**src/rtl/crono_alarma_bcd.sv**
```systemverilog
// Up-counting BCD chronometer (hh:mm:ss) with an end-of-count alarm.
// The set-point is latched when the chronometer is enabled. The count then
// advances once per second until it reaches that set-point. The alarm rings
// for a limited number of seconds, or until it is acknowledged or disabled.
module crono_alarma_bcd #(
    parameter int TICK_DIV     = 100_000_000,
    parameter int RING_SECONDS = 5
) (
    input  logic        reloj,
    input  logic        resetM,
    input  logic        act_crono,
    input  logic [7:0]  IN_horacr,
    input  logic [7:0]  IN_mincr,
    input  logic [7:0]  IN_segcr,
    input  logic        stop_alarma,
    output logic        tick_1hz,
    output logic [7:0]  cr_hora,
    output logic [7:0]  cr_min,
    output logic [7:0]  cr_seg,
    output logic [23:0] alarma,
    output logic        A_A
);

    localparam int PW = (TICK_DIV > 1) ? $clog2(TICK_DIV) : 1;
    localparam int RW = $clog2(RING_SECONDS + 1);
    localparam logic [PW-1:0] PRE_LAST  = PW'(TICK_DIV - 1);
    localparam logic [RW-1:0] RING_LAST = RW'(RING_SECONDS - 1);

    typedef enum logic [1:0] {
        IDLE,
        RUN,
        RING
    } state_t;

    state_t        state;
    logic [PW-1:0] prescaler;
    logic [RW-1:0] ring_cnt;
    logic [23:0]   target;
    logic [23:0]   count;
    logic [23:0]   count_inc;
    logic [8:0]    seg_next;
    logic [8:0]    min_next;
    logic [8:0]    hora_next;
    logic          tick;
    logic          target_valid;

    // Increment one BCD byte. The byte wraps to zero at its ceiling and
    // reports a carry. The low nibble rolls into the high nibble at 9.
    function automatic logic [8:0] bcd_byte_inc(input logic [7:0] b, input logic [7:0] top);
        logic [8:0] r;
        if (b == top) begin
            r = {1'b1, 8'h00};
        end else if (b[3:0] >= 4'd9) begin
            r = {1'b0, b[7:4] + 4'd1, 4'd0};
        end else begin
            r = {1'b0, b[7:4], b[3:0] + 4'd1};
        end
        return r;
    endfunction

    // True when both nibbles hold a decimal digit
    function automatic logic bcd_ok(input logic [7:0] b);
        return (b[7:4] <= 4'd9) && (b[3:0] <= 4'd9);
    endfunction

    // A one-cycle second strobe, only while the chronometer is active
    assign tick     = (state != IDLE) && (prescaler == PRE_LAST);
    assign tick_1hz = tick;

    assign cr_hora = count[23:16];
    assign cr_min  = count[15:8];
    assign cr_seg  = count[7:0];
    assign alarma  = count;

    // A set-point with non-decimal digits, an out-of-range field, or a value of zero can never be reached
    assign target_valid = bcd_ok(target[23:16]) && bcd_ok(target[15:8]) && bcd_ok(target[7:0])
                          && (target[23:16] <= 8'h23) && (target[15:8] <= 8'h59)
                          && (target[7:0] <= 8'h59) && (target != 24'h0);

    // Next hh:mm:ss value, with the seconds carry rippling into minutes and hours
    always_comb begin
        seg_next  = bcd_byte_inc(count[7:0], 8'h59);
        min_next  = {1'b0, count[15:8]};
        hora_next = {1'b0, count[23:16]};
        if (seg_next[8]) begin
            min_next = bcd_byte_inc(count[15:8], 8'h59);
        end
        if (seg_next[8] && min_next[8]) begin
            hora_next = bcd_byte_inc(count[23:16], 8'h23);
        end
        count_inc = {hora_next[7:0], min_next[7:0], seg_next[7:0]};
    end

    // Control FSM plus the prescaler, count, ring timer and alarm flag registers
    always_ff @(posedge reloj) begin
        if (resetM) begin
            state     <= IDLE;
            prescaler <= '0;
            ring_cnt  <= '0;
            target    <= '0;
            count     <= '0;
            A_A       <= 1'b0;
        end else begin
            case (state)
                IDLE: begin
                    prescaler <= '0;
                    ring_cnt  <= '0;
                    count     <= '0;
                    A_A       <= 1'b0;
                    if (act_crono) begin
                        target <= {IN_horacr, IN_mincr, IN_segcr};
                        state  <= RUN;
                    end
                end
                RUN: begin
                    if (!act_crono) begin
                        state     <= IDLE;
                        prescaler <= '0;
                        ring_cnt  <= '0;
                        count     <= '0;
                        A_A       <= 1'b0;
                    end else begin
                        prescaler <= tick ? '0 : prescaler + PW'(1);
                        if (tick) begin
                            count <= count_inc;
                            if (target_valid && (count_inc == target)) begin
                                state    <= RING;
                                A_A      <= 1'b1;
                                ring_cnt <= '0;
                            end
                        end
                    end
                end
                RING: begin
                    if (!act_crono || stop_alarma) begin
                        state     <= IDLE;
                        prescaler <= '0;
                        ring_cnt  <= '0;
                        count     <= '0;
                        A_A       <= 1'b0;
                    end else begin
                        prescaler <= tick ? '0 : prescaler + PW'(1);
                        if (tick) begin
                            if (ring_cnt == RING_LAST) begin
                                state     <= IDLE;
                                prescaler <= '0;
                                ring_cnt  <= '0;
                                count     <= '0;
                                A_A       <= 1'b0;
                            end else begin
                                ring_cnt <= ring_cnt + RW'(1);
                            end
                        end
                    end
                end
                default: begin
                    state <= IDLE;
                end
            endcase
        end
    end

endmodule

```
**config.mk**
```make
export PLATFORM = sky130hd
export DESIGN_NAME = crono_alarma_bcd
export DESIGN_NICKNAME = d
export VERILOG_FILES = /design/src/rtl/crono_alarma_bcd.sv
export SDC_FILE = /design/constraint.sdc
export NUM_CORES = 1
export LEC_CHECK = 0
export CELL_PAD_IN_SITES_DETAIL_PLACEMENT = 0
export CELL_PAD_IN_SITES_GLOBAL_PLACEMENT = 1
export CORE_ASPECT_RATIO = 0.7
export CORE_MARGIN = 2
export CORE_UTILIZATION = 41
export CTS_BUF_LIST = sky130_fd_sc_hd__clkbuf_8
export CTS_CLUSTER_SIZE = 14
export DETAILED_ROUTE_END_ITERATION = 10
export PLACE_DENSITY_LB_ADDON = 0.2
export SLEW_MARGIN = 20
export SYNTH_ARGS = -nofsm -noshare
export SYNTH_HDL_FRONTEND = slang
export SYNTH_SLANG_ARGS = --single-unit
```
**constraint.sdc**
```tcl
create_clock -name reloj -period 4 [get_ports reloj]
set_input_delay 0.8 -clock reloj [delete_from_list [all_inputs] [get_ports reloj]]
set_output_delay 0.8 -clock reloj [all_outputs]
set_load 0.005 [all_outputs]
```
**After elaboration in Yosys (flattened, before gate mapping)**

Index checks and enable logic that the tools add are counted.
Widths: inputs -> output; s select.

- Output and inout bits: 50
- Input bits: 28
- Bits in registers: 81

- Add/subtract/negate cells: 8
- $lt $le $gt $ge: 12
- Multiplexer cells: 42
- Reductions and logical operators: 23
- Eq/ne operators: 13

Operator list:

| cell | number |
|---|---|
| $mux 27 | 5 |
| $mux 24 | 5 |
| $pmux 27 s3 | 1 |
| $pmux 24 s3 | 1 |
| $mux 8 | 5 |
| $add 27x1->27 const B | 1 |
| $eq 27x27->1 const B | 1 |
| $mux 9 | 3 |
| $add 4x1->4 const B | 6 |
| $eq 24x24->1 | 1 |
| $le 4x4->1 const B | 6 |
| $reduce_bool 24->1 | 1 |
| $mux 3 | 6 |
| $eq 8x7->1 const B | 2 |
| $le 8x7->1 const B | 2 |
| $mux 2 | 7 |
| $ge 4x4->1 const B | 3 |
| $logic_and 1x1->1 | 12 |
| $ne 3x3->1 const B | 4 |
| $reduce_and 5->1 | 2 |
| $pmux 3 s3 | 1 |
| $eq 8x6->1 const B | 1 |
| $le 8x6->1 const B | 1 |
| $reduce_and 4->1 | 2 |
| 14 further kinds | 19 |

**Longest topological paths before layout**

- Word-level depth: 13
- Depth in mapped cells: 13

**Least setup slack after synthesis**

No wires, ideal clock.

- Path type: register to register
- From: register count[1] (netlist: alarma[1])
- To: register ring_cnt[0]
- Setup time: 121 ps
- Period minus slack after synthesis: 3,370 ps
- Cell stages (with the launch flop): 13
- Slack: 630 ps
- Required time: 3,879 ps
- Data arrival time: 3,248 ps
- Buffers on the path: 1
- Cell sequence: dfxtp_1 inv_1 ha_1 or3b_4 and2_4 buf_6 a32o_1 a311oi_1 nand4_1 or4_4 a2111oi_4 o21ai_2 mux2_4

- Word-level cells in the longest chain between the ends: 9

Ends and longest elaborated chain:

| what | line | source |
|---|---|---|
| start: declaration | 39 | `logic [23:0] count;` |
| start signal: assignment | 125 | `count <= count_inc;` |
| parallel branches: the longest is 1 deep, another holds $add 4x1->4 | -- |  |
| $mux 9 (*) | 51 | `if (b == top) begin` |
| $mux 9 | 85 | `if (seg_next[8]) begin` |
| $logic_and 1x1->1 | 88 | `if (seg_next[8] && min_next[8]) begin` |
| $mux 8 | 88 |  |
| $eq 24x24->1 (*) | 126 | `if (target_valid && (count_inc == target)) begin` |
| $logic_and 1x1->1 (*) | 126 |  |
| $ne 3x3->1 (no source line) (*) | -- |  |
| $reduce_and 4->1 (no source line) (*) | -- |  |
| end signal: assignment | 151 | `ring_cnt <= ring_cnt + RW'(1);` |
| end: declaration | 37 | `logic [RW-1:0] ring_cnt;` |

Mark *: on every way between the ends.
A chain may end at the register's enable or synchronous reset.

**Final worst setup path**

- From: register count[8] (netlist: alarma[8])
- To: register ring_cnt[0]

- Word-level cells in the longest chain between the ends: 9

Ends and longest elaborated chain:

| what | line |
|---|---|
| parallel branches: the longest is 2 deep, another holds $add 4x1->4 | -- |
| $mux 9 (*) | 85 |
| $logic_and 1x1->1 | 88 |
| $mux 8 | 88 |
| $eq 24x24->1 (*) | 126 |
| $logic_and 1x1->1 (*) | 126 |
| $ne 3x3->1 (no source line) (*) | -- |
| $reduce_and 4->1 (no source line) (*) | -- |

Marks and branches as above.

==> metrics <==
Area Overhead vs Synth=19.3%; cts hold-fix bufs=0; max_slew headroom=between 40% and 50%; worst setup path startpoint=alarma[8]; Buffers on Ports=77; unrepaired setup endpoints after global routing=false; maximum clock path buffer count=2; most common cell after layout, fill and taps aside=nand2_1; total CTS buffers=9; total track usage=between 20% and 30%; crit end category=register; Sequential Area=between 1500 and 2000 um2; grt total ovfl=0; setup total negative slack=0 ns; Hold Crit Class=reg -> reg; drt initial violations=400; Die Y=slightly below 100 um; global-route wire length before repair=between 20000 and 25000 um; CTS tree=yes; CP startpoint kind=register; Pleak=roughly 2.2 nW; register area share after synthesis=31.5%; CP Capture Point=ring_cnt[0]; DP Cell Count=around 860; Hold Fails Final Rpt=0; Core Rows=34; worst setup margin=0.240 ns; num ports=78; critical path peak fanout=11; Reg-to-Reg Start=alarma[8]; Initial Utilization=41.7%; clk root buf=clkbuf_8; dpl hpwl=~11000 um; Final Cycle Share=between 90% and 100%; reg2reg path depth=12; skew final=around 0.0087 ns; cells after synthesis=roughly 670; fin crit period=roughly 3.8 ns; routability cong.=~1.0; worst r2r dst=ring_cnt[0]; clock latency on the worst-skew pair=roughly 0.37 ns; Yosys reg bits=81; # diodes=0; fin cells=a little under 900; Setup CP Type=reg -> reg; Worst Path Buf+Inv=2; synth warn=0; largest net degree at the start of global routing=26; syn nets=715; DR vias=between 4000 and 5000; core area=12300 um2; final WL=approximately 15000 um; worst slew pin tran=~0.83 ns; multi-input logic area=3100 um2; clk slew on worst S/H paths=0.09 ns; Sink Count=between 80 and 90; initial antenna violation count=0; Levels on crit path=12; DRC violation count after routing=0; Layout fillers=roughly 1200; Max Slew Vio Count=0; DR WL/cell=between 15 and 20 um; Power, Total=~2.1 mW; mean post-synth cell area=~7.7 um2; CP top delay family=compound AO/OA/AOI/OAI gates; Worst EP required=4.26 ns; pwr dens=340 nW/um2; depth of the CTS H-tree=3; slowest stage delay, CP=0.56 ns; final core occ=around half; number of flops mapped to enable cells by yosys=0; async set-reset flop share out of synthesis=0%; die area=13500 um2; slowest CP cell=dfxtp_1; R2R Setup Slk=about 0.24 ns; layout cells sized above 1=under 10%; worst path cell trace=ha_1 > nor4bb_1 > buf_4 > nand4_1 > o31ai_1 > xor2_1 > a21oi_1 > nand4_1 > a2111oi_4 > buf_4 > o21ai_2 > mux2_4; Nets=764; placed inst area=5890 um2; Max IR drop VDD=about 0.00017 V; Setup Slack @ Placement=roughly 0.28 ns; commonest cells after routing, fill and taps aside=91 x nand2_1, 81 x dfxtp_1, 77 x clkdlybuf4s50_1, 75 x nor2_1, 62 x a21oi_1; CP arrival=between 4 and 5 ns; Vias/cell=5.63; Worst Hold Slack=between 0.5 and 0.6 ns; f_max=around 270 MHz; drt pass-1 iters=5; top_reg_cell synth=dfxtp_1; vias in the first global route=around 4600; Cell variety after synth=73; mapped cell area=~5100 um2; max-cap violation count=0; final setup violating endpoints=0; Die X=approximately 140 um; final instance area=~6100 um2; outcome=finished clean; Routed Antenna Nets=0
## registers in the layout, summed over array words and instances, names as in the netlist
| name | flops |
|---|---|
| prescaler | 27 |
| alarma | 24 |
| target | 24 |
| ring_cnt | 3 |
| state | 2 |
| A_A | 1 |
## cell usage after synthesis, types with 9 or more instances
cell type	n	area, um2
a21oi_1	62	310
buf_4	26	195
clkbuf_1	23	86.3
dfxtp_1	81	1620
ha_1	22	275
inv_1	19	71.3
nand2_1	91	342
nand3_1	25	125
nand4_1	14	87.6
nor2_1	76	285
nor2b_1	9	56.3
nor3_1	19	95.1
o21ai_0	26	130
xnor2_1	21	184
xor2_1	25	219
## kinds of logic (layout without fill, tap and decap cells)
logic type | after synthesis | after routing | share of synthesized area (%)
flip-flops | 81 | 81 | 31.5
AO/OA/AOI/OAI | 136 | 136 | 16.8
AND/OR/NAND/NOR | 297 | 297 | 28.8
adder cells (fa/ha/maj) | 22 | 22 | 5.35
XOR/XNOR | 46 | 46 | 7.83
buffers and inverters | 76 | 130 | 8.22
multiplexers | 7 | 7 | 1.46
## worst reg2reg max path: cells and delay by family, from the launching register on
family                     cells  cell delay, ns
AOI/OAI and AO/OA              4            1.14
xor gates and xnor gates       1            0.14
adders and majority gates      1            0.27
buffers and inverters          2            0.43
DFF                            1            0.56
muxes                          1            0.30
and+or+nand+nor                3            0.84
## power by group
group / leakage (nW) / internal (mW) / total, mW / switching [mW]
Combinational: 1.39 / 0.184 / 0.455 / 0.270
Clock: 0.126 / 0.411 / 0.731 / 0.320
Sequential: 0.656 / 0.842 / 0.903 / 0.0614
Total: 2.17 / 1.44 / 2.09 / 0.652
## timing repair
item,4_1_cts,5_1_grt
resized for setup,0,1
buffers inserted,0,1
endpoints found under the hold margin,0,0
setup endpoints to repair,0,1
## final cells by class
class / count / area share, %
clock buffers: 9 / 2.02
clock inverters: 7 / 1.81
inverters: 19 / 1.16
multi-input cells: 508 / 50.5
flip-flops and latches: 81 / 26.4
well taps: 162 / 3.30
repair buffers: 95 / 14.8
## worst min-delay path by stage
stage                    endpoint  cells after the start  slack [ns]     startpoint
CTS                    target[12]                      2        0.51     target[12]
global route            target[0]                      2        0.53      target[0]
floorplan           prescaler[18]                      2        0.45  prescaler[18]
detailed placement            A_A                      2        0.48            A_A
finish                  target[5]                      2        0.51      target[5]
global placement    prescaler[22]                      2        0.47  prescaler[22]
## metal layers
layer  global-route usage, %  routed length, um
met5                       0                  0
met1                    35.7               7510
met4                    4.87                159
met2                    31.9               5960
met3                    5.27               1210
No activity file was read; power rests on OpenSTA's default activity.
